## config.mk

```make
export PLATFORM = sky130hd
export DESIGN_NAME = acc_arb
export DESIGN_NICKNAME = d
export VERILOG_FILES = /design/src/rtl/acc_arb.sv
export SDC_FILE = /design/constraint.sdc
export NUM_CORES = 1
export LEC_CHECK = 0
export CELL_PAD_IN_SITES_DETAIL_PLACEMENT = 0
export CELL_PAD_IN_SITES_GLOBAL_PLACEMENT = 1
export CORE_MARGIN = 2
export CORE_UTILIZATION = 38
export CTS_CLUSTER_DIAMETER = 120
export DETAILED_ROUTE_END_ITERATION = 7
export PLACE_DENSITY_LB_ADDON = 0.1
export REMOVE_ABC_BUFFERS = 1
export SLEW_MARGIN = 0
export SYNTH_ARGS = -nofsm -noshare
export SYNTH_HDL_FRONTEND = slang
export SYNTH_SLANG_ARGS = --single-unit
export TNS_END_PERCENT = 20
```

## constraint.sdc

```tcl
create_clock -name clk -period 5.8 [get_ports clk]
set_input_delay 1.16 -clock clk [delete_from_list [all_inputs] [get_ports clk]]
set_output_delay 1.16 -clock clk [all_outputs]
set_load 0.02 [all_outputs]
```

## src/rtl/acc_arb.sv

```systemverilog
// Two-requester round-robin arbiter in front of a repeated-add accumulator.
// A granted job adds step to y cnt times, then pulses done with the owner id.
module acc_arb #(
  parameter int W = 8
) (
  input  logic         clk,
  input  logic         reset,
  input  logic         req0,
  input  logic [W-1:0] step0,
  input  logic [W-1:0] cnt0,
  input  logic         req1,
  input  logic [W-1:0] step1,
  input  logic [W-1:0] cnt1,
  output logic         gnt0,
  output logic         gnt1,
  output logic         busy,
  output logic         done,
  output logic         done_id,
  output logic [W-1:0] y
);

  typedef enum logic [1:0] {
    IDLE = 2'd0,
    RUN  = 2'd1,
    DONE = 2'd2
  } state_t;

  state_t       state_q;
  logic         rr_q;
  logic         owner_q;
  logic [W-1:0] step_q;
  logic [W-1:0] rem_q;
  logic [W-1:0] y_q;
  logic         gnt0_q;
  logic         gnt1_q;
  logic         busy_q;
  logic         done_q;
  logic         done_id_q;

  logic         pick1_d;
  logic [W-1:0] sel_step_d;
  logic [W-1:0] sel_cnt_d;
  logic [W-1:0] y_sum_d;

  // rr_q == 1 means requester 1 wins a tie
  assign pick1_d    = req1 & (~req0 | rr_q);
  assign sel_step_d = pick1_d ? step1 : step0;
  assign sel_cnt_d  = pick1_d ? cnt1 : cnt0;
  assign y_sum_d    = y_q + step_q;

  // DONE is the last busy cycle before the registered done pulse, so the
  // pulse lands cnt+1 cycles after the grant pulse and the done cycle is IDLE.
  always_ff @(posedge clk) begin
    if (reset) begin
      state_q   <= IDLE;
      rr_q      <= 1'b0;
      owner_q   <= 1'b0;
      step_q    <= '0;
      rem_q     <= '0;
      y_q       <= '0;
      gnt0_q    <= 1'b0;
      gnt1_q    <= 1'b0;
      busy_q    <= 1'b0;
      done_q    <= 1'b0;
      done_id_q <= 1'b0;
    end else begin
      gnt0_q <= 1'b0;
      gnt1_q <= 1'b0;
      done_q <= 1'b0;
      case (state_q)
        IDLE: begin
          busy_q <= 1'b0;
          if (req0 || req1) begin
            gnt0_q  <= ~pick1_d;
            gnt1_q  <= pick1_d;
            owner_q <= pick1_d;
            rr_q    <= ~pick1_d;
            step_q  <= sel_step_d;
            rem_q   <= sel_cnt_d;
            y_q     <= '0;
            busy_q  <= 1'b1;
            state_q <= (sel_cnt_d == '0) ? DONE : RUN;
          end
        end
        RUN: begin
          y_q   <= y_sum_d;
          rem_q <= rem_q - W'(1);
          if (rem_q == W'(1)) begin
            state_q <= DONE;
          end
        end
        DONE: begin
          done_q    <= 1'b1;
          done_id_q <= owner_q;
          state_q   <= IDLE;
        end
        default: begin
          state_q <= IDLE;
          busy_q  <= 1'b0;
        end
      endcase
    end
  end

  assign gnt0    = gnt0_q;
  assign gnt1    = gnt1_q;
  assign busy    = busy_q;
  assign done    = done_q;
  assign done_id = done_id_q;
  assign y       = y_q;

endmodule

```

==> reports/qor.yml, run 1 <==
status: "completed"
grt_usage: 0.1821
hpwl_um: 3312
final_util: 0.5232
final_common_cell: "clkdlybuf4s50_1"
io_buffers: 48
top_layer: "met4"
area_growth_syn_to_layout_pct: 32.55
viasPerCell: 5.151
arrival_ns: 3.01
async_flop_share: 0
hold_buffers: 0
fp-row-count: 25
final-setup-viol-count: 0
period_minus_slack_ns: 2.809
total_power_w: 0.0008199
irDropWorstVdd_v: 0.0001932
maxSlewViolCount: 0
drcViolationCount: 0
synth_edf_count: 0
avgSynthCellArea_um2: 8.071
final_cell_mix: "clkdlybuf4s50_1, dfxtp_1, nand2_1, nor2_1, a21oi_1"
syn_area_mm2: 0.001864
required_ns: 6.00
cts-htree-levels: 2
ys_types: 42
grt_pass1_wl_um: 7728
drt_wl_total_um: 4531
clk_latency_ns: 0.29
setup_ws_ns: 2.991
clockBufferDepth: 2
cts_tree: "done"
relSlewSlack: 0.2623
drt_iter0_drc: 65
ys_ff_latch: 33
synth-main-ff-cell: "dfxtp_1"
synth-seq-area-share: 0.3544
dr_wl_met3_um: 185
overflow: 0
max_freq_mhz: 356.0
drive_above_1_share: 0.04332
core_area_mm2: 0.004723
rsz0062_at_grt: "no"
cts_made_buffers: 5
p_leak_nw: 0.9867
p_per_area_mw_per_mm2: 331.8
finalSetupTns_ns: 0
place_congestion: 0.8255
ant_nets: 0
initial_core_util: 0.3947
die_area_mm2: 0.005482
clkSlewWorstSetupHoldPaths_ns: 0.07
antenna_found_initial: 0
dr_wl_met2_um: 2214
hold_viol: 0
cts-resized-gates: 0
diodes: 0
clock_skew_ns: 0.008075
drv_cap: 0
grt_pass1_vias: 1704
place_ws_ns: 2.659
hp-class: "register to register"
grt_max_degree: 35
tightest_slew_ns: 1.104
yosys_warnings: 0
root_buffer: "clkbuf_8"
cts_num_sinks: 33
post_drt_wl_per_cell_um: 13.17
worstSetupPathType: "primary input to register"
dieHeight_um: 74.04
postCtsSetupBuffers: 0
critical_path.max_fanout: 17
die_width_um: 74.04
wl_met1_um: 2065
whs_ns: 0.4727
crit_path_end_kind: "register"
syn_inst: 231
via_count: 1772
drt_first_pass_iters: 4
cp-start-kind: "primary input"
post-route-period-util: 0.4843
final_nets: 326
io_pins: 49
-- Yosys cell counts, types with 4 or more instances --
master    instances  share of area
buf_2             4          0.011
o21ai_0          14          0.038
clkbuf_1          4         0.0081
nor3_1            5          0.013
mux2i_1           9          0.048
nand2_1          32          0.064
nor2_1           29          0.058
ha_1             12          0.081
a21oi_1          20          0.054
a311oi_1          9          0.042
a22oi_1           8          0.032
inv_1             7          0.014
dfxtp_1          33           0.35
-- path summary, 6_finish.rpt --
| check | start | depth (start not counted) | endpoint | slack, ns |
|---|---|---|---|---|
| hold reg to reg | rem_q[7] | 2 | rem_q[7] | 0.47 |
| hold / removal | rem_q[7] | 2 | rem_q[7] | 0.47 |
| setup / recovery | req1 | 5 | step_q[4] | 2.99 |
| setup reg to reg | state_q[1] | 7 | y[7] | 3.36 |
-- worst max-delay path: stages --
cell             delay (ns)
clkdlybuf4s50_1        0.52
nor2_1                 0.11
nor2b_1                0.86
nor2_1                 0.09
a311oi_1               0.28
-- state kept, by name, summed over array words and instances (netlist names), 2 cells and up --
| signal | flops |
|---|---|
| step_q | 8 |
| y | 8 |
| rem_q | 8 |
| state_q | 2 |
-- power breakdown --
part	total, W	switching (W)	leakage (nW)	internal, W
Combinational	0.000334	0.000192	0.672	0.000142
Clock	0.000181	0.0000877	0.0433	0.0000938
Sequential	0.000304	0.0000330	0.271	0.000271
Total	0.000820	0.000313	0.987	0.000507
-- stage by stage --
step,std cells,cell area [um2]
after floorplan,219,1794
after global placement,337,2381
after detailed placement,337,2381
after CTS,344,2471
after global routing,344,2471
final,344,2471
-- cell type report --
type	count	area, um2
Fill cell	464	2252
Multi-Input combinational cell	177	1100
Sequential cell	33	660.6
Timing Repair Buffer	51	503.0
Tap cell	67	83.83
Clock buffer	6	82.58
Inverter	9	33.78
Clock inverter	1	7.507
-- logic make-up after synthesis --
group,after synthesis,share of synthesized area
muxes,9,0.04832
and+or+nand+nor,80,0.1819
buffers and inverters,21,0.05570
adders and majority gates,13,0.09127
xor gates and xnor gates,5,0.02349
DFF,33,0.3544
AOI/OAI and AO/OA,70,0.2450
-- metal layers --
| metal | GRT usage | vias to the layer above |
|---|---|---|
| li1 | - | 913 |
| met3 | 0.03930 | 7 |
| met2 | 0.3016 | 36 |
| met1 | 0.2333 | 816 |
| met4 | 0.06667 | 0 |
| met5 | 0 | - |
Power figures use the tool's default switching activity.
==> run 2, diff against run 1 <==
CORE_UTILIZATION = 32   (was 38)
clock period = 2.3 ns   (was 5.8 ns; I/O delays follow)
==> run 2 against run 1 <==
  * Total power rose to 2.8 times the previous value
  * Global-route usage down 2.2 points
  * Critical path depth up 3
  * First-iteration DRC count fell by 34%
  * Worst hold slack better by 0.014 ns
  * Final area rose by 6.6%
==> reports/qor.yml, run 2 (synthesis gave the netlist of run 1 again) <==
status: "completed"
drive_above_1_share: 0.08621  # +0.04289
ant_nets: 0  # unchanged
arrival_ns: 2.26  # -0.75 ns
critical_path.max_fanout: 3  # -14
cts_num_sinks: 33  # unchanged
p_int_w: 0.001493  # +190%
clock_skew_ns: 0.005779  # -0.002295 ns
tightest_slew_ns: 0.6695  # -0.4348 ns
worstSetupPathType: "register to register"
final-setup-viol-count: 0  # unchanged
clk_latency_ns: 0.28  # about the same
hold_viol: 0  # unchanged
core_area_mm2: 0.005574  # +18%
power.switching_w: 0.0008204  # +160%
die_width_um: 80.33  # +8.5%
fillers: 573  # +23%
dieHeight_um: 80.33  # +8.5%
drt_iter0_drc: 43  # -34%
dp_cells: 354  # +5.0%
hp-class: "register to register"
cts_tree: "done"
drt_first_pass_iters: 4  # unchanged
final_cell_mix: "clkdlybuf4s50_1, dfxtp_1, nand2_1, nor2_1, a21oi_1"
drcViolationCount: 0  # unchanged
viasPerCell: 4.890  # -5.1%
cts-resized-gates: 0  # unchanged
maxSlewViolCount: 0  # unchanged
p_leak_nw: 1.074  # +8.9%
final_common_cell: "clkdlybuf4s50_1"
hold_buffers: 0  # unchanged
final_nets: 338  # +3.7%
antenna_found_initial: 0  # unchanged
postCtsSetupBuffers: 0  # unchanged
p_comb_frac: 0.419  # +0.012
post_drt_wl_per_cell_um: 13.42  # +1.9%
crit_path_end_kind: "register"
cts-htree-levels: 2  # unchanged
drt_wl_total_um: 4858  # +7.2%
p_sw_frac: 0.3546  # -0.02667
grt_pass1_vias: 1726  # +1.3%
clkPwrFrac: 0.248  # +0.027
fin_area_mm2: 0.002635  # +6.6%
finalSetupTns_ns: 0  # unchanged
io_pins: 49  # unchanged
rsz0062_at_grt: "no"
die_area_mm2: 0.006452  # +18%
drv_cap: 0  # unchanged
io_buffers: 48  # unchanged
relSlewSlack: 0.5536  # +0.2914
required_ns: 2.47  # -3.53 ns
area_growth_syn_to_layout_pct: 41.34
grt_max_degree: 35  # unchanged
via_count: 1770  # -0.11%
place_congestion: 0.7994  # -3.2%
clkSlewWorstSetupHoldPaths_ns: 0.07  # about the same
grt_usage: 0.1600  # -0.02212
hpwl_um: 3602  # +8.7%
instances_no_fill: 362  # +5.2%
post-route-period-util: 0.9063
pwr-share-seq: 0.333  # -0.038
fp-row-count: 27  # +8.0%
irDropWorstVdd_v: 0.0003797  # +97%
placed_cell_area_mm2: 0.002519  # +5.8%
clockBufferDepth: 2  # unchanged
initial_core_util: 0.3345  # -0.06025
cp-start-kind: "register"
grt_pass1_wl_um: 8004  # +3.6%
diodes: 0  # unchanged
cts_made_buffers: 5  # unchanged
p_per_area_mw_per_mm2: 877.9  # +160%
final_util: 0.4727  # -0.05045
period_minus_slack_ns: 2.084
root_buffer: "clkbuf_8"
overflow: 0  # unchanged
whs_ns: 0.4867  # +0.01403 ns
max_freq_mhz: 479.7
-- run 2: cell types whose count changed in the layout (fill, tap and decap cells not counted) --
| cell | change |
|---|---|
| clkinvlp_4 | -1 |
| buf_12 | +3 |
| o21ai_1 | -1 |
| o21ai_2 | +1 |
| buf_4 | +9 |
| clkbuf_1 | +1 |
| bufinv_16 | +1 |
-- run 2: metal layers --
metal / track usage / vias up / share of wire
li1: - / 940 / -
met1: 0.2068 / 793 / 0.48
met2: 0.2650 / 35 / 0.47
met3: 0.03596 / 2 / 0.040
met4: 0.04746 / 0 / 0.0051
met5: 0 / - / 0
-- run 2: through the flow --
stage                     total power (W)  worst slack (ns)
final                            0.002313            0.2155
after global routing             0.002507           0.07300
after CTS                        0.002343            0.2213
after detailed placement         0.001757           0.05686
after global placement           0.001768           0.07216
after floorplan                  0.001341           -0.6352
-- run 2: critical path, cell delays in order, from the launching register on --
cell and delay [ns]:
dfxtp_1 0.34, ha_1 0.25, fa_1 0.42, a21o_2 0.21, a21oi_1 0.24, o21bai_1 0.10, a21oi_1 0.19, xor2_1 0.16
o31ai_1 0.07
-- run 2: cell type report --
class	count	area [um2]	area share
multi-input combinational	177	1104	0.4188
timing repair buffer	63	630.6	0.2393
inverter	9	33.78	0.01282
clock buffer	7	86.33	0.03276
sequential	33	660.6	0.2507
tap	72	90.09	0.03419
clock inverter	1	30.03	0.01140
-- run 2: path summary, 6_finish.rpt --
kind,start,to,slack (ns),cells past startpoint
worst max-delay path,y[0],y[6],0.22,8
worst min-delay path,state_q[0],state_q[0],0.49,2
worst max register to register,y[0],y[6],0.22,8
worst min register to register,state_q[0],state_q[0],0.49,2
-- run 2: power groups by stage --
stage                     registers, W  clock network (W)  logic [W]
after floorplan               0.000789                  0   0.000552
after global placement        0.000781                  0   0.000987
after detailed placement      0.000780                  0   0.000977
after CTS                     0.000768           0.000594   0.000982
after global routing          0.000786           0.000613    0.00111
final                         0.000770           0.000573   0.000970
